[config.mk]
export PLATFORM = sky130hd
export DESIGN_NAME = branch_resolve_flat
export DESIGN_NICKNAME = d
export VERILOG_FILES = /design/src/rtl/branch_resolve_if.sv /design/src/rtl/branch_resolve.sv /design/src/flat_wrapper.sv
export SDC_FILE = /design/constraint.sdc
export NUM_CORES = 1
export LEC_CHECK = 0
export CORE_MARGIN = 3
export CORE_UTILIZATION = 41
export CTS_CLUSTER_DIAMETER = 200
export CTS_CLUSTER_SIZE = 28
export DETAILED_ROUTE_END_ITERATION = 8
export MAX_ROUTING_LAYER = met4
export PLACE_DENSITY = 0.85
export SYNTH_ARGS = -nofsm -noshare
export SYNTH_HDL_FRONTEND = slang
export SYNTH_SLANG_ARGS = --single-unit
[constraint.sdc]
create_clock -name clk -period 2.01 [get_ports clk]
set_clock_uncertainty 0.15 [all_clocks]
set_input_delay 0.603 -clock clk [delete_from_list [all_inputs] [get_ports clk]]
set_output_delay 0.603 -clock clk [all_outputs]
set_load 0.01 [all_outputs]
[src/rtl/branch_resolve_if.sv]
// -----------------------------------------------------------------------------
// branch_resolve_if
// Bundles the upstream instruction handshake, the downstream slot handshake,
// the external flush and the fetch-redirect outputs of the branch resolver.
//   flush                      : external pipeline flush (trap)
//   in_valid / in_ready        : upstream handshake
//   in_ctrl[21:0]              : decoder control bundle
//   in_pc/in_rs1/in_rs2/in_imm : instruction PC, operands, immediate
//   out_valid / out_ready      : downstream handshake
//   out_ctrl, out_pc..out_imm  : registered instruction copy
//   out_taken, out_misalign    : branch outcome of the held instruction
//   redirect / redirect_pc     : one-cycle fetch redirect and its target
// Modports: master = instruction producer / consumer side, slave = resolver.
// -----------------------------------------------------------------------------
interface branch_resolve_if;
  logic        flush;
  logic        in_valid;
  logic        in_ready;
  logic [21:0] in_ctrl;
  logic [31:0] in_pc;
  logic [31:0] in_rs1;
  logic [31:0] in_rs2;
  logic [31:0] in_imm;
  logic        out_valid;
  logic        out_ready;
  logic [21:0] out_ctrl;
  logic [31:0] out_pc;
  logic [31:0] out_rs1;
  logic [31:0] out_rs2;
  logic [31:0] out_imm;
  logic        out_taken;
  logic        out_misalign;
  logic        redirect;
  logic [31:0] redirect_pc;

  modport master (
    output flush, in_valid, in_ctrl, in_pc, in_rs1, in_rs2, in_imm, out_ready,
    input  in_ready, out_valid, out_ctrl, out_pc, out_rs1, out_rs2, out_imm,
           out_taken, out_misalign, redirect, redirect_pc
  );

  modport slave (
    input  flush, in_valid, in_ctrl, in_pc, in_rs1, in_rs2, in_imm, out_ready,
    output in_ready, out_valid, out_ctrl, out_pc, out_rs1, out_rs2, out_imm,
           out_taken, out_misalign, redirect, redirect_pc
  );
endinterface

[src/rtl/branch_resolve.sv]
// -----------------------------------------------------------------------------
// branch_resolve
// Execute-stage branch resolver. Evaluates the branch/jump condition of the
// incoming instruction, registers it into a one-entry valid/ready slot, emits
// a one-cycle fetch redirect for taken, aligned targets and then drops the
// next SHADOW accepted (wrong-path) instructions.
// Ports:
//   clk   : clock, rising edge
//   rstn  : asynchronous active-low reset
//   bus   : branch_resolve_if.slave (handshakes, operands, outputs, flush)
// Parameter:
//   SHADOW : number of accepted instructions dropped after a redirect (1..7)
// -----------------------------------------------------------------------------
module branch_resolve #(
  parameter int SHADOW = 2
) (
  input logic             clk,
  input logic             rstn,
  branch_resolve_if.slave bus
);

  localparam logic [0:0] ST_RUN    = 1'b0;
  localparam logic [0:0] ST_SHADOW = 1'b1;
  localparam logic [2:0] SQ_LOAD   = 3'(SHADOW);

  logic        r_vld_p1;
  logic [21:0] r_ctrl_p1;
  logic [31:0] r_pc_p1;
  logic [31:0] r_rs1_p1;
  logic [31:0] r_rs2_p1;
  logic [31:0] r_imm_p1;
  logic [31:0] r_tgt_p1;
  logic        r_taken_p1;
  logic        r_mis_p1;
  logic        r_redir_p1;
  logic [2:0]  r_sq_cnt;

  logic        w_in_ready;
  logic        w_accept;
  logic [0:0]  w_state;
  logic [31:0] w_tgt_p0;
  logic        w_taken_p0;
  logic        w_aligned_p0;
  logic        w_load;
  logic        w_drop;

  // Branch condition: 000 is an unconditional jump, 111 is reserved (never).
  function automatic logic br_cond(input logic [2:0]  op,
                                   input logic [31:0] a,
                                   input logic [31:0] b);
    logic signed [31:0] sa;
    logic signed [31:0] sb;
    sa = signed'(a);
    sb = signed'(b);
    case (op)
      3'b000:  br_cond = 1'b1;
      3'b001:  br_cond = (a == b);
      3'b010:  br_cond = (a != b);
      3'b011:  br_cond = (sa < sb);
      3'b100:  br_cond = (sa >= sb);
      3'b101:  br_cond = (a < b);
      3'b110:  br_cond = (a >= b);
      default: br_cond = 1'b0;
    endcase
  endfunction

  // ---- stage p0: condition evaluation and accept decision ----
  assign w_in_ready   = !r_vld_p1 || bus.out_ready;
  assign w_accept     = bus.in_valid && w_in_ready;
  assign w_state      = (r_sq_cnt == 3'd0) ? ST_RUN : ST_SHADOW;
  assign w_tgt_p0     = bus.in_pc + bus.in_imm;
  assign w_taken_p0   = bus.in_ctrl[19] && br_cond(bus.in_ctrl[11:9], bus.in_rs1, bus.in_rs2);
  assign w_aligned_p0 = (w_tgt_p0[1:0] == 2'b00);
  // In SHADOW an accepted instruction is consumed but never enters the slot.
  assign w_load       = w_accept && !bus.flush && (w_state == ST_RUN);
  assign w_drop       = w_accept && !bus.flush && (w_state == ST_SHADOW);

  // ---- stage p1: slot control, redirect pulse and squash counter ----
  always_ff @(posedge clk or negedge rstn) begin
    if (!rstn) begin
      r_vld_p1   <= 1'b0;
      r_taken_p1 <= 1'b0;
      r_mis_p1   <= 1'b0;
      r_redir_p1 <= 1'b0;
      r_sq_cnt   <= 3'd0;
    end else if (bus.flush) begin
      r_vld_p1   <= 1'b0;
      r_mis_p1   <= 1'b0;
      r_redir_p1 <= 1'b0;
      r_sq_cnt   <= 3'd0;
    end else begin
      // Pulse only on the load edge, so a stalled slot cannot repeat it.
      r_redir_p1 <= w_load && w_taken_p0 && w_aligned_p0;
      if (w_load) begin
        r_vld_p1   <= 1'b1;
        r_taken_p1 <= w_taken_p0;
        r_mis_p1   <= w_taken_p0 && !w_aligned_p0;
        if (w_taken_p0 && w_aligned_p0) begin
          r_sq_cnt <= SQ_LOAD;
        end
      end else begin
        if (bus.out_ready) begin
          r_vld_p1 <= 1'b0;
        end
        if (w_drop) begin
          r_sq_cnt <= r_sq_cnt - 3'd1;
        end
      end
    end
  end

  always_ff @(posedge clk or negedge rstn) begin
    if (!rstn) begin
      r_ctrl_p1 <= '0;
      r_pc_p1   <= '0;
      r_rs1_p1  <= '0;
      r_rs2_p1  <= '0;
      r_imm_p1  <= '0;
      r_tgt_p1  <= '0;
    end else if (w_load) begin
      r_ctrl_p1 <= bus.in_ctrl;
      r_pc_p1   <= bus.in_pc;
      r_rs1_p1  <= bus.in_rs1;
      r_rs2_p1  <= bus.in_rs2;
      r_imm_p1  <= bus.in_imm;
      r_tgt_p1  <= w_tgt_p0;
    end
  end

  assign bus.in_ready     = w_in_ready;
  assign bus.out_valid    = r_vld_p1;
  assign bus.out_ctrl     = r_ctrl_p1;
  assign bus.out_pc       = r_pc_p1;
  assign bus.out_rs1      = r_rs1_p1;
  assign bus.out_rs2      = r_rs2_p1;
  assign bus.out_imm      = r_imm_p1;
  assign bus.out_taken    = r_taken_p1;
  assign bus.out_misalign = r_mis_p1;
  assign bus.redirect     = r_redir_p1;
  assign bus.redirect_pc  = r_tgt_p1;

endmodule

[src/flat_wrapper.sv]
// flat-port wrapper written by rule: the top's interface ports become plain ports
module branch_resolve_flat 
#(
  parameter int SHADOW = 2
)
  (clk, rstn, bus_flush, bus_in_valid, bus_in_ctrl, bus_in_pc, bus_in_rs1, bus_in_rs2, bus_in_imm, bus_out_ready, bus_in_ready, bus_out_valid, bus_out_ctrl, bus_out_pc, bus_out_rs1, bus_out_rs2, bus_out_imm, bus_out_taken, bus_out_misalign, bus_redirect, bus_redirect_pc);
  branch_resolve_if bus_i ();
  input logic clk;
  input logic rstn;
  input wire logic [$bits(bus_i.flush)-1:0] bus_flush;
  input wire logic [$bits(bus_i.in_valid)-1:0] bus_in_valid;
  input wire logic [$bits(bus_i.in_ctrl)-1:0] bus_in_ctrl;
  input wire logic [$bits(bus_i.in_pc)-1:0] bus_in_pc;
  input wire logic [$bits(bus_i.in_rs1)-1:0] bus_in_rs1;
  input wire logic [$bits(bus_i.in_rs2)-1:0] bus_in_rs2;
  input wire logic [$bits(bus_i.in_imm)-1:0] bus_in_imm;
  input wire logic [$bits(bus_i.out_ready)-1:0] bus_out_ready;
  output wire logic [$bits(bus_i.in_ready)-1:0] bus_in_ready;
  output wire logic [$bits(bus_i.out_valid)-1:0] bus_out_valid;
  output wire logic [$bits(bus_i.out_ctrl)-1:0] bus_out_ctrl;
  output wire logic [$bits(bus_i.out_pc)-1:0] bus_out_pc;
  output wire logic [$bits(bus_i.out_rs1)-1:0] bus_out_rs1;
  output wire logic [$bits(bus_i.out_rs2)-1:0] bus_out_rs2;
  output wire logic [$bits(bus_i.out_imm)-1:0] bus_out_imm;
  output wire logic [$bits(bus_i.out_taken)-1:0] bus_out_taken;
  output wire logic [$bits(bus_i.out_misalign)-1:0] bus_out_misalign;
  output wire logic [$bits(bus_i.redirect)-1:0] bus_redirect;
  output wire logic [$bits(bus_i.redirect_pc)-1:0] bus_redirect_pc;
  assign bus_i.flush = bus_flush;
  assign bus_i.in_valid = bus_in_valid;
  assign bus_i.in_ctrl = bus_in_ctrl;
  assign bus_i.in_pc = bus_in_pc;
  assign bus_i.in_rs1 = bus_in_rs1;
  assign bus_i.in_rs2 = bus_in_rs2;
  assign bus_i.in_imm = bus_in_imm;
  assign bus_i.out_ready = bus_out_ready;
  assign bus_in_ready = bus_i.in_ready;
  assign bus_out_valid = bus_i.out_valid;
  assign bus_out_ctrl = bus_i.out_ctrl;
  assign bus_out_pc = bus_i.out_pc;
  assign bus_out_rs1 = bus_i.out_rs1;
  assign bus_out_rs2 = bus_i.out_rs2;
  assign bus_out_imm = bus_i.out_imm;
  assign bus_out_taken = bus_i.out_taken;
  assign bus_out_misalign = bus_i.out_misalign;
  assign bus_redirect = bus_i.redirect;
  assign bus_redirect_pc = bus_i.redirect_pc;
  branch_resolve #(.SHADOW(SHADOW)) u_core (.clk(clk), .rstn(rstn), .bus(bus_i));
endmodule
# [Word-level counts from Yosys, hierarchy flattened]
# Cells that the tools add are included.
# W data, S select, Z words.
[word_totals] regBits=189 latch_bits=0 ram_bits=0 rom_bits=0 out_inout_bits=187 wordCells=60 mem_count=0
[op_classes] addsub=2 mul=0 n_div=0 n_lt_le_gt_ge=4 n_eq_ne=9 n_shift=0 n_mux=12 bitwise_logic=1 reduce_logical=21
[ops] op="$ge A32 B32 Y1" count=2
[ops] op="$lt A32 B32 Y1" count=2
[ops] op="$add A32 B32 Y32" count=1
[ops] op="$eq A32 B32 Y1" count=1
[ops] op="$ne A32 B32 Y1" count=1
[ops] op="$mux W3" count=4
[ops] op="$eq A3 B3 Y1 const B" count=3
[ops] op="$logic_and A1 B1 Y1" count=9
[ops] op="$mux W1" count=7
[ops] op="$pmux W1 S7" count=1
[ops] op="$eq A3 B2 Y1 const B" count=2
[ops] op="$logic_not A3 Y1" count=2
[ops] op="$reduce_bool A3 Y1" count=2
[ops] op="$reduce_and A2 Y1" count=2
[ops] op="$eq A3 B1 Y1 const B" count=1
[ops] op="$logic_not A1 Y1" count=3
[ops] op="$ne A3 B3 Y1 const B" count=1
[ops] op="$sub A3 B1 Y3 const B" count=1
[ops] op="$logic_not A2 Y1" count=1
[ops] op="$reduce_bool A2 Y1" count=1
[ops] op="$logic_or A1 B1 Y1" count=1
[ops] op="$not A1 Y1" count=1

# [Depth between registers and ports, before layout]
# Gate-level depths: netlist of run 1.
[logic_depth] word_depth=8 ltp_mapped=12 mapped_depth_nobuf=12

# [Worst setup path after synthesis of run 1]
# No wires, ideal clock.
[synth_timing] path_kind="input to register" start="in bus_in_rs2[29]" end="reg u_core.r_sq_cnt[1]" setup_time_ns=0.125 arrival_ns=2.862 required_time_ns=1.735 path_slack_ns=-1.127 path_stages=11 path_cell_list="inv_1 > ha_1 > a21o_1 > a21o_1 > a21oi_1 > o31ai_4 > o31ai_1 > nor3b_1 > o311a_4 > o32ai_4 > mux2_4"
[synth_via] elab_chain_len=6
[synth_lines] element="from (decl)" line_no="flat_wrapper.sv:15" source="input wire logic [$bits(bus_i.in_rs2)-1:0] bus_in_rs2;"
[synth_lines] element="$ge A32 B32 Y1 (tied with other cells)" line_no="branch_resolve.sv:62" source="3'b110: br_cond = (a >= b);"
[synth_lines] element="$pmux W1 S7 (*)" line_no="branch_resolve.sv:55" source="case (op)"
[synth_lines] element="$logic_and A1 B1 Y1 (*)" line_no="branch_resolve.sv:72" source="assign w_taken_p0 = bus.in_ctrl[19] && br_cond(bus.in_ctrl[11:9], bus.in_rs1, bus.in_rs2);"
[synth_lines] element="$logic_and A1 B1 Y1 (*)" line_no="branch_resolve.sv:98" source="if (w_taken_p0 && w_aligned_p0) begin"
[synth_lines] element="$ne A3 B3 Y1 (no line) (*)"
[synth_lines] element="$reduce_and A2 Y1 (no line) (*)"
[synth_lines] element="to (signal assigned)" line_no="branch_resolve.sv:106" source="r_sq_cnt <= r_sq_cnt - 3'd1;"
[synth_lines] element="to (decl)" line_no="branch_resolve.sv:36" source="logic [2:0] r_sq_cnt;"
# Mark *: on every way between the ends. The rest lies on a longest branch, timed or not.
# A chain may end at the register's enable or synchronous reset.

# [Final worst setup path of run 1]
[layout_timing] start="in bus_in_rs2[14]" end="reg u_core.r_sq_cnt[1]"
# Same word-level chain as after synthesis.

==> out/qor.csv, run 1 <==
stage,metric,value,unit
critical_path,Worst Setup Start Kind,input pin,
pwr,Static Leak,8.76,nW
grt,initial antenna violation count,1,
worst_hold_path,worst hold path class,in2reg,
grt,gr usage total,30.8,%
floorplanning,Die H,158,um
clocking,CTS tree,yes,
drt,DRT antenna net count,0,
yosys,"EDFF count, synth",0,
critical_path,worst path cell trace,buf_2 > inv_2 > ha_4 > buf_6 > a21o_1 > a21oi_2 > o31ai_4 > o31ai_4 > buf_4 > nand4_1 > o311a_4 > o32ai_4 > mux2_4,
yosys,share of flip-flops with an asynchronous set or reset,100,%
drt,DRT iter0 DRCs,782,
grt,vias in the first global route,11100,
critical_path,CP peak stage delay,0.33,ns
drt,Total Routed Length,43300,um
floorplanning,Initial Utilization,42.6,%
layout,Nets,1842,
clocking,Root Driver,clkbuf_16,
drt,vias,10800,
critical_path,Worst setup EP type,flip-flop,
placement,Area after DPL,14800,um2
sta,final setup vio count,43,
layout,fin area,17200,um2
sta,max-slew violation count,0,
drt,TritonRoute pass-1 iters,5,
layout,Area Overhead vs Synth,82.1,%
pwr,total power per unit cell area,1110,nW/um2
clocking,Worst-path clk slew,0.08,ns
clocking,CTS H-tree depth,4,
sta,crit share post-route,144,%
yosys,leading cell types by count after synthesis,"nand2_1 (421), dfrtp_1 (189), o21ai_0 (69)",
sta,worst setup margin,-0.891,ns
critical_path,CP Class,in2reg,
floorplanning,num rows,54,
floorplanning,core area,22200,um2
placement,post-DP HPWL,24800,um
sta,RSZ-0062 raised after global routing,true,
pwr,Peak VDD IR,0.713,mV
sta,Slew headroom,70.8,%
yosys,Netlist Area Pre-Place,9470,um2
layout,layout cells sized above 1,38.6,%
yosys,prevailing post-synth register cell,dfrtp_1,
sta,Max Freq,345,MHz
run_status,violated checks,setup timing,
placement,GPL Wtd Cong,0.891,
clocking,clk buf depth,2,
yosys,leading cell type by number of instances after synthesis,nand2_1,
critical_path,"Req. time, crit path",2.17,ns
yosys,synth unique cells,57,
clocking,CTS sink cnt,189,
critical_path,Crit Path Max Fanout,2,
sta,Worst-Margin Slew,0.438,ns
yosys,Syn Area/Cell,8.84,um2
drt,drt wl/cell,22.6,um
clocking,Num CTS Buffers,17,
critical_path,CP Data Arrival Time,3.06,ns
grt,global-route wire length before repair,57800,um
placement,Port Buf Inserts,341,
drt,Residual DRC,0,
critical_path,"most used cell, CP",o31ai_4,
yosys,Ys Warns,0,
floorplanning,Die Width,158,um
yosys,Post-Synthesis Cells,1071,
sta,Final Hold Fails,0,
clocking,worst skew pair latency,0.43,ns
grt,grt ovf,0,
job,max_cap viols,0,
sta,minimum clock period,2.90,ns
yosys,post-synth top area cell,dfrtp_1,
yosys,Mapped Nets,1292,
yosys,register area share after synthesis,49.9,%
run_status,run status,finished with violations,
floorplanning,die area,25000,um2
critical_path,Worst path slowest cell,mux2_4,
yosys,synth top area cells,"dfrtp_1 (50%), nand2_1 (17%), ha_1 (8.6%)",
drt,Vias/cell,5.62,
yosys,Yosys reg bits,189,
sta,Hold Worst Slack,0.221,ns
floorplanning,IO Count,342,
grt,pin count of the biggest net entering global routing,43,
yosys,top-area cell type share of the netlist area,49.9,%
==> path summary, 6_finish.rpt <==
kind,from,to,slack (ns),cells after the start
max,bus_in_rs2[14],u_core.r_sq_cnt[1],-0.89,13
min,bus_in_rs1[28],u_core.bus.out_rs1[28],0.22,3
max reg2reg,u_core.r_sq_cnt[0],u_core.bus.out_misalign,-0.08,9
min reg2reg,u_core.bus.out_rs1[25],u_core.bus.out_rs1[25],0.32,2
max in group asynchronous,rstn,u_core.bus.redirect_pc[6],0.60,3
min in group asynchronous,rstn,u_core.bus.out_ctrl[16],0.51,2
==> kinds of logic (layout without fill, tap and decap cells) <==
logic type	after synthesis	after routing	synth area share, %
flops	189	189	49.9
fa+ha+maj	66	66	8.80
xor+xnor	22	22	2.03
simple gates	507	507	21.8
mux	4	4	0.489
compound gates	190	190	13.2
other cells	0	1	0
buf+inv	93	656	3.69
==> metrics by stage <==
step | worst slack, ns | TNS [ns] | util, % | std cells | power [W]
2_1_floorplan | -0.961 | -23.25 | - | 1071 | 0.00966
3_3_place_gp | -1.86 | -98.33 | 66.6 | 1803 | 0.0148
3_5_place_dp | -2.01 | -104.62 | 66.6 | 1803 | 0.0151
4_1_cts | -0.745 | -13.15 | 73.3 | 1884 | 0.0177
5_1_grt | -0.901 | -20.32 | 77.6 | 1915 | 0.0201
6_report | -0.891 | -16.32 | 77.6 | 1915 | 0.0192
==> routing by layer <==
metal	part of all wire, %	routed length (um)	track usage [%]
met4	7.0	3020	16.7
met3	8.2	3550	7.35
met5	0	0	-
met1	34	14700	32.0
met2	51	22100	53.7
==> where the power goes <==
group          internal (W)  leakage (nW)  total, W  switching, W
Combinational       0.00427          6.14   0.00900       0.00473
Clock               0.00165         0.276   0.00338       0.00173
Sequential          0.00554          2.35   0.00680       0.00125
Total                0.0115          8.76    0.0192       0.00771
==> what timing repair did <==
action                                  CTS  global route
hold endpoints to repair                 36             0
endpoints found under the setup margin  322           153
hold buffers                              1             0
buffers inserted                         51            28
resized for setup                       748           198
pin swaps                               145           143
cloned                                    3            13
==> area by class of cell <==
| cell class | count | area (um2) |
|---|---|---|
| fillers | 1246 | 4980 |
| repair buffers | 576 | 5340 |
| multi-input cells | 789 | 6060 |
| clock inverters | 13 | 123 |
| clock buffers | 19 | 433 |
| well taps | 280 | 350 |
| inverters | 48 | 210 |
| diodes | 1 | 2.50 |
| flip-flops and latches | 189 | 4730 |
==> registers in the layout, summed over array words and instances (netlist names) <==
name	count
u_core.bus.out_imm	32
u_core.bus.out_valid	1
u_core.bus.out_taken	1
u_core.bus.out_pc	32
u_core.bus.out_rs2	32
u_core.bus.out_rs1	32
u_core.bus.redirect	1
u_core.r_sq_cnt	3
u_core.bus.out_misalign	1
u_core.bus.out_ctrl	22
u_core.bus.redirect_pc	32
==> critical path, delay by kind of cell <==
kind,cells,cell delay [ns]
muxes,1,0.33
adders and majority gates,1,0.22
and+or+nand+nor,1,0.08
buffers and inverters,4,0.48
AOI/OAI and AO/OA,6,1.33
==> placed cells by master, fill, tap and decap left out, types with 5 or more instances in the layout <==
cell             synthesis  routed
nand2_1                421     337
dlygate4sd2_1            0     202
dfrtp_1                189     188
buf_4                    0     169
nand2_2                  0      60
ha_4                     0      52
buf_6                    0      50
buf_2                    0      48
clkdlybuf4s50_1          0      46
o21ai_1                  0      31
inv_2                    0      31
a21o_1                  29      29
o21ai_0                 69      29
clkbuf_16                0      26
nand2_4                  0      24
a21oi_2                  1      17
buf_12                   0      16
nor2_1                  22      14
a21oi_1                 34      13
nand4_1                 13      13
ha_1                    65      12
xor2_1                  11      11
clkdlybuf4s15_2          0      11
inv_1                   48      10
o31ai_2                  0       8
o21ai_2                  0       7
xnor2_2                  0       7
nand3_1                 11       7
o21a_1                   7       7
buf_16                   0       6
buf_8                    0       6
clkdlybuf4s15_1          0       6
a21oi_4                  0       5
nor3_1                   7       5
nor2_4                   0       5
o31ai_4                  1       5
inv_4                    0       5
inv_8                    0       5
clkbuf_2                 0       5
Power figures use the tool's default switching activity.
==> run 2: changes to the inputs <==
--- a/config.mk
+++ b/config.mk
@@ -6,12 +6,13 @@
 export NUM_CORES = 1
 export LEC_CHECK = 0
 export CORE_MARGIN = 3
-export CORE_UTILIZATION = 41
+export CORE_UTILIZATION = 30
+export CTS_BUF_LIST = sky130_fd_sc_hd__clkbuf_4 sky130_fd_sc_hd__clkbuf_8 sky130_fd_sc_hd__clkbuf_16
 export CTS_CLUSTER_DIAMETER = 200
 export CTS_CLUSTER_SIZE = 28
 export DETAILED_ROUTE_END_ITERATION = 8
 export MAX_ROUTING_LAYER = met4
-export PLACE_DENSITY = 0.85
+export PLACE_DENSITY = 0.68
 export SYNTH_ARGS = -nofsm -noshare
 export SYNTH_HDL_FRONTEND = slang
 export SYNTH_SLANG_ARGS = --single-unit
==> run 2 against run 1 <==
  * The run still ends with setup timing left
  * First-iteration DRC count is 47% lower
  * Register-to-register slack better by 0.02 ns
  * Critical endpoint unchanged
  * Global-route usage fell by 9.5 points
  * Final area decreased by 0.13%
  * Count of clock-buffer cells in the layout grew 1
  * Non-clock buffer count increased by 15
  * Largest cell class unchanged
  * Worst setup slack better by 0.041 ns
  * Hold slack worse by 0.017 ns
  * Critical path depth shrank 2
  * Die area up 35%
  * Final cell count grew 6.8%
  * Power fell by 4.0%
==> out/qor.csv, run 2 (same netlist as run 1, synthesis figures left out) <==
stage,metric,value,unit
layout,Multi-input gate area,5690,um2
layout,Area Overhead vs Synth,81.9,%
sta,Slew headroom,71.1,%
critical_path,CP Data Arrival Time,3.04,ns
floorplanning,Die Width,184,um
grt,grt ovf,0,
clocking,Num CTS Buffers,17,
layout,final core utilization,55.9,%
layout,Post-Layout Cell Count,2046,
floorplanning,num rows,64,
placement,post-DP HPWL,24400,um
pwr,Static Leak,8.80,nW
clocking,worst skew pair latency,0.44,ns
sta,max-slew violation count,0,
sta,worst setup margin,-0.850,ns
critical_path,Crit Path Max Fanout,3,
critical_path,Worst Setup Start Kind,input pin,
grt,global-route wire length before repair,54800,um
clocking,CTS H-tree depth,4,
critical_path,Worst setup EP type,flip-flop,
layout,"commonest non-fill, non-tap cell in the layout",nand2_1,
placement,Port Buf Inserts,341,
clocking,Worst-path clk slew,0.08,ns
drt,drt wl/cell,17.4,um
clocking,clk buf depth,2,
floorplanning,core area,30800,um2
placement,Post-Place Cells,1936,
layout,Fillers,2697,
drt,Total Routed Length,35500,um
drt,Residual DRC,0,
clocking,CTS tree,yes,
run_status,violated checks,setup timing,
drt,DRT antenna net count,0,
layout,layout cells sized above 1,33.5,%
layout,Nets,1857,
critical_path,"Req. time, crit path",2.19,ns
layout,most frequent cells in the layout,"nand2_1 (417), dlygate4sd2_1 (200), dfrtp_1 (189), buf_4 (187), buf_6 (73)",
run_status,run status,finished with violations,
sta,Max Freq,350,MHz
grt,vias in the first global route,10300,
grt,pin count of the biggest net entering global routing,45,
drt,Vias/cell,4.75,
job,max_cap viols,0,
placement,GPL Wtd Cong,0.882,
drt,TritonRoute pass-1 iters,5,
floorplanning,IO Count,342,
sta,Worst-Margin Slew,0.431,ns
sta,RSZ-0062 raised after global routing,true,
sta,crit share post-route,142,%
floorplanning,die area,33700,um2
drt,vias,9715,
sta,minimum clock period,2.86,ns
worst_hold_path,worst hold path class,in2reg,
layout,FF+latch area,4730,um2
sta,Final Hold Fails,0,
sta,final setup vio count,31,
pwr,Peak VDD IR,0.604,mV
pwr,total power draw,0.0184,W
pwr,total power per unit cell area,1070,nW/um2
grt,initial antenna violation count,1,
clocking,CTS sink cnt,189,
floorplanning,Initial Utilization,30.7,%
grt,gr usage total,21.2,%
drt,DRT iter0 DRCs,418,
clocking,Root Driver,clkbuf_16,
floorplanning,Die H,184,um
critical_path,CP Class,in2reg,
run 2: cell types whose count changed in the layout (fill, tap and decap cells not counted), moves of 8 or more:
| cell | previous run | this run |
|---|---|---|
| clkdlybuf4s15_2 | 11 | 2 |
| clkbuf_16 | 26 | 18 |
| nand2_4 | 24 | 0 |
| nand2_2 | 60 | 4 |
| buf_2 | 48 | 23 |
| o21ai_0 | 29 | 37 |
| buf_6 | 50 | 73 |
| nand2_1 | 337 | 417 |
| clkbuf_2 | 5 | 16 |
| buf_4 | 169 | 187 |
run 2: critical path, cell delays in order:
cell     delay [ns]
buf_2          0.13
ha_4           0.26
buf_4          0.10
nand4_1        0.16
buf_4          0.19
o31ai_4        0.35
o31ai_4        0.14
and4_1         0.17
o311a_4        0.37
o32ai_4        0.24
mux2_4         0.32
run 2: routing by layer:
metal | vias up | GRT usage [%] | routed length [um]
met2 | 295 | 37.1 | 18100
met4 | 0 | 6.89 | 940
met3 | 55 | 5.52 | 2320
met5 | - | - | 0
met1 | 4668 | 23.7 | 14100
li1 | 4697 | - | -
run 2: path summary, 6_finish.rpt:
kind	startpoint	end	slack, ns	depth (start not counted)
max	bus_in_rs1[9]	u_core.r_sq_cnt[1]	-0.85	11
min	bus_in_imm[13]	u_core.bus.out_imm[13]	0.20	3
max reg2reg	u_core.r_sq_cnt[0]	u_core.bus.redirect_pc[31]	-0.06	8
min reg2reg	u_core.bus.out_imm[27]	u_core.bus.out_imm[27]	0.32	2
max in group asynchronous	rstn	u_core.bus.redirect_pc[19]	0.61	3
min in group asynchronous	rstn	u_core.bus.out_rs2[22]	0.54	2
run 2: metrics by stage:
stage                     cell area, um2  TNS [ns]  hold slack (ns)  setup slack [ns]
after floorplan                     9940    -23.25            0.157            -0.961
after global placement             15100    -98.92            0.307             -1.83
after detailed placement           15100   -103.72            0.312             -1.88
after CTS                          16900    -13.59            0.182            -0.831
after global routing               17200    -16.50            0.201            -0.896
final                              17200    -14.98            0.204            -0.850
run 2: power by group:
part | switching (W) | total [W] | internal [W] | leakage [nW]
clock | 0.00162 | 0.00376 | 0.00215 | 0.311
sequential | 0.000899 | 0.00644 | 0.00554 | 2.35
combinational | 0.00419 | 0.00821 | 0.00402 | 6.14
total | 0.00671 | 0.0184 | 0.0117 | 8.80
run 2: area by class of cell:
| type | count | share of cell area, % |
|---|---|---|
| flip-flops and latches | 189 | 27.5 |
| clock inverters | 12 | 1.09 |
| multi-input cells | 789 | 33.0 |
| diodes | 1 | 0.0145 |
| repair buffers | 591 | 31.7 |
| clock buffers | 20 | 2.60 |
| well taps | 396 | 2.88 |
| inverters | 48 | 1.22 |
run 2: what timing repair did:
item                       in CTS  in global routing
hold endpoints to repair       35                  0
gates resized for setup       701                139
setup endpoints to repair     279                149
cloned                          8                  1
hold buffers                    1                  0
buffers inserted               82                 24
pin swaps                     144                103
==> run 3: changes to the inputs <==
--- a/config.mk
+++ b/config.mk
@@ -6,13 +6,15 @@
 export NUM_CORES = 1
 export LEC_CHECK = 0
 export CORE_MARGIN = 3
-export CORE_UTILIZATION = 30
+export CORE_UTILIZATION = 41
 export CTS_BUF_LIST = sky130_fd_sc_hd__clkbuf_4 sky130_fd_sc_hd__clkbuf_8 sky130_fd_sc_hd__clkbuf_16
 export CTS_CLUSTER_DIAMETER = 200
 export CTS_CLUSTER_SIZE = 28
 export DETAILED_ROUTE_END_ITERATION = 8
+export HOLD_SLACK_MARGIN = 0.02
 export MAX_ROUTING_LAYER = met4
-export PLACE_DENSITY = 0.68
+export PLACE_DENSITY = 0.85
+export RECOVER_POWER = 100
 export SYNTH_ARGS = -nofsm -noshare
 export SYNTH_HDL_FRONTEND = slang
 export SYNTH_SLANG_ARGS = --single-unit
==> run 3 against run 2 <==
  * The flow still finishes with violations (setup timing)
  * Non-clock buffer count shrank 22
  * Via count grew 8.3%
  * Sequential share of layout area grew 1.0 points
  * Die area shrank 26%
  * Register-to-register slack lost 0.09 ns
  * Power shrank 1.1%
  * Fmax grew 0.54%
  * First-iteration DRC count grew 77%
  * Wire length grew 13%
  * Hold slack gained 0.015 ns
  * Global-route usage grew 9.2 points
  * Critical path type unchanged
  * Largest power group unchanged
  * Highest routed layer unchanged
==> out/qor.csv, run 3 (same netlist as run 1, synthesis figures left out) <==
stage,metric,value,unit
run_status,run status,finished with violations,
run_status,violated checks,setup timing,
layout,Nets,1835,
grt,global-route wire length before repair,57300,um
grt,pin count of the biggest net entering global routing,43,
clocking,CTS tree,yes,
placement,Area after DPL,14800,um2
critical_path,Worst path slowest cell,o311a_4,
critical_path,CP Class,in2reg,
critical_path,CP peak stage delay,0.37,ns
critical_path,"most used cell, CP",o31ai_4,
sta,Worst-Margin Slew,0.647,ns
drt,drt wl/cell,21.0,um
worst_hold_path,worst hold path class,in2reg,
clocking,CTS H-tree depth,4,
critical_path,"setup slack, reg-to-reg",-0.15,ns
floorplanning,IO Count,342,
placement,post-DP HPWL,24800,um
grt,vias in the first global route,11000,
floorplanning,core area,22200,um2
placement,Post-Place Cells,1803,
layout,layout cells sized above 1,33.6,%
floorplanning,num rows,54,
layout,most frequent cells in the layout,"nand2_1 (405), dlygate4sd2_1 (202), dfrtp_1 (189), buf_4 (174), buf_2 (53)",
layout,Post-Layout Cell Count,1908,
clocking,Num CTS Buffers,17,
drt,Vias/cell,5.52,
placement,GPL Wtd Cong,0.891,
critical_path,Crit Path Max Fanout,2,
layout,Fillers,1379,
grt,gr usage total,30.4,%
grt,grt ovf,0,
critical_path,Worst Setup Start Kind,input pin,
floorplanning,Initial Utilization,42.6,%
drt,DRT antenna net count,0,
drt,Residual DRC,0,
floorplanning,Die Width,158,um
sta,Final Hold Fails,0,
critical_path,CP Data Arrival Time,3.00,ns
layout,Area Overhead vs Synth,75.4,%
floorplanning,die area,25000,um2
drt,vias,10500,
clocking,worst skew pair latency,0.43,ns
sta,max-slew violation count,0,
grt,initial antenna violation count,1,
pwr,total power per unit cell area,1100,nW/um2
layout,fin area,16600,um2
sta,minimum clock period,2.84,ns
sta,worst setup margin,-0.834,ns
sta,final setup vio count,152,
pwr,Peak VDD IR,0.692,mV
drt,DRT iter0 DRCs,739,
critical_path,Worst setup EP type,flip-flop,
sta,Slew headroom,56.8,%
sta,Max Freq,352,MHz
clocking,Root Driver,clkbuf_16,
critical_path,worst path cell trace,buf_2 > inv_2 > ha_1 > nand4_1 > buf_4 > o31ai_4 > o31ai_4 > and4_1 > o311a_4 > o32ai_4 > mux2_4,
placement,Port Buf Inserts,341,
layout,"commonest non-fill, non-tap cell in the layout",nand2_1,
clocking,clk buf depth,2,
drt,Total Routed Length,40100,um
layout,Multi-input gate area,5740,um2
floorplanning,Die H,158,um
pwr,total power draw,0.0182,W
sta,RSZ-0062 raised after global routing,true,
drt,TritonRoute pass-1 iters,7,
clocking,Worst-path clk slew,0.08,ns
critical_path,"Req. time, crit path",2.17,ns
job,max_cap viols,0,
layout,FF+latch area,4730,um2
pwr,Static Leak,8.56,nW
clocking,CTS sink cnt,189,
sta,crit share post-route,142,%
## run 3: path summary, 6_finish.rpt
path                                   startpoint                 endpoint  cells past startpoint
setup / recovery                    bus_in_rs2[8]       u_core.r_sq_cnt[1]                     11
hold / removal                      bus_in_pc[15]    u_core.bus.out_pc[15]                      3
setup reg to reg               u_core.r_sq_cnt[0]      u_core.bus.redirect                     10
hold reg to reg            u_core.bus.out_rs1[25]   u_core.bus.out_rs1[25]                      2
max in group asynchronous                    rstn   u_core.bus.out_ctrl[7]                      3
min in group asynchronous                    rstn  u_core.bus.out_ctrl[16]                      2
## run 3: per-stage QoR
step / util [%] / setup WS [ns] / TNS, ns / hold WS, ns
2_1_floorplan: - / -0.961 / -23.25 / 0.157
3_3_place_gp: 66.6 / -1.86 / -98.33 / 0.307
3_5_place_dp: 66.6 / -2.01 / -104.62 / 0.311
4_1_cts: 73.1 / -0.745 / -13.15 / 0.204
5_1_grt: 74.7 / -0.848 / -30.28 / 0.216
6_report: 74.7 / -0.834 / -23.31 / 0.219
## run 3: final cells by class
class	instances	share of cell area, %
Timing Repair Buffer	569	30.2
Antenna cell	1	0.0151
Sequential cell	189	28.5
Multi-Input combinational cell	789	34.5
Clock buffer	19	2.65
Inverter	48	1.27
Tap cell	280	2.11
Clock inverter	13	0.738
## run 3: where the power goes
part	total, W	internal [W]	switching (W)
clock network	0.00336	0.00168	0.00169
logic	0.00832	0.00389	0.00444
registers	0.00653	0.00554	0.000994
total	0.0182	0.0111	0.00712
## run 3: critical path: cells and delay by family
family / cells / cell delay, ns
compound gates: 4 / 1.08
fa+ha+maj: 1 / 0.27
buf+inv: 3 / 0.35
mux: 1 / 0.33
simple gates: 2 / 0.37
## run 3: repair_timing
item	4_1_cts	5_1_grt
pin swaps	148	63
cloned	2	7
gates resized for setup	748	89
hold endpoints to repair	36	0
buffers inserted	50	26
hold buffers	1	0
setup endpoints to repair	326	92
## run 3: layer usage
metal  share of wire [%]  vias up  GRT usage (%)
met5                   0        -              -
met4                 6.1        0           15.4
met3                 7.2      199           7.08
met2                  51      599           53.6
met1                  35     5071           31.9
li1                    -     4657              -
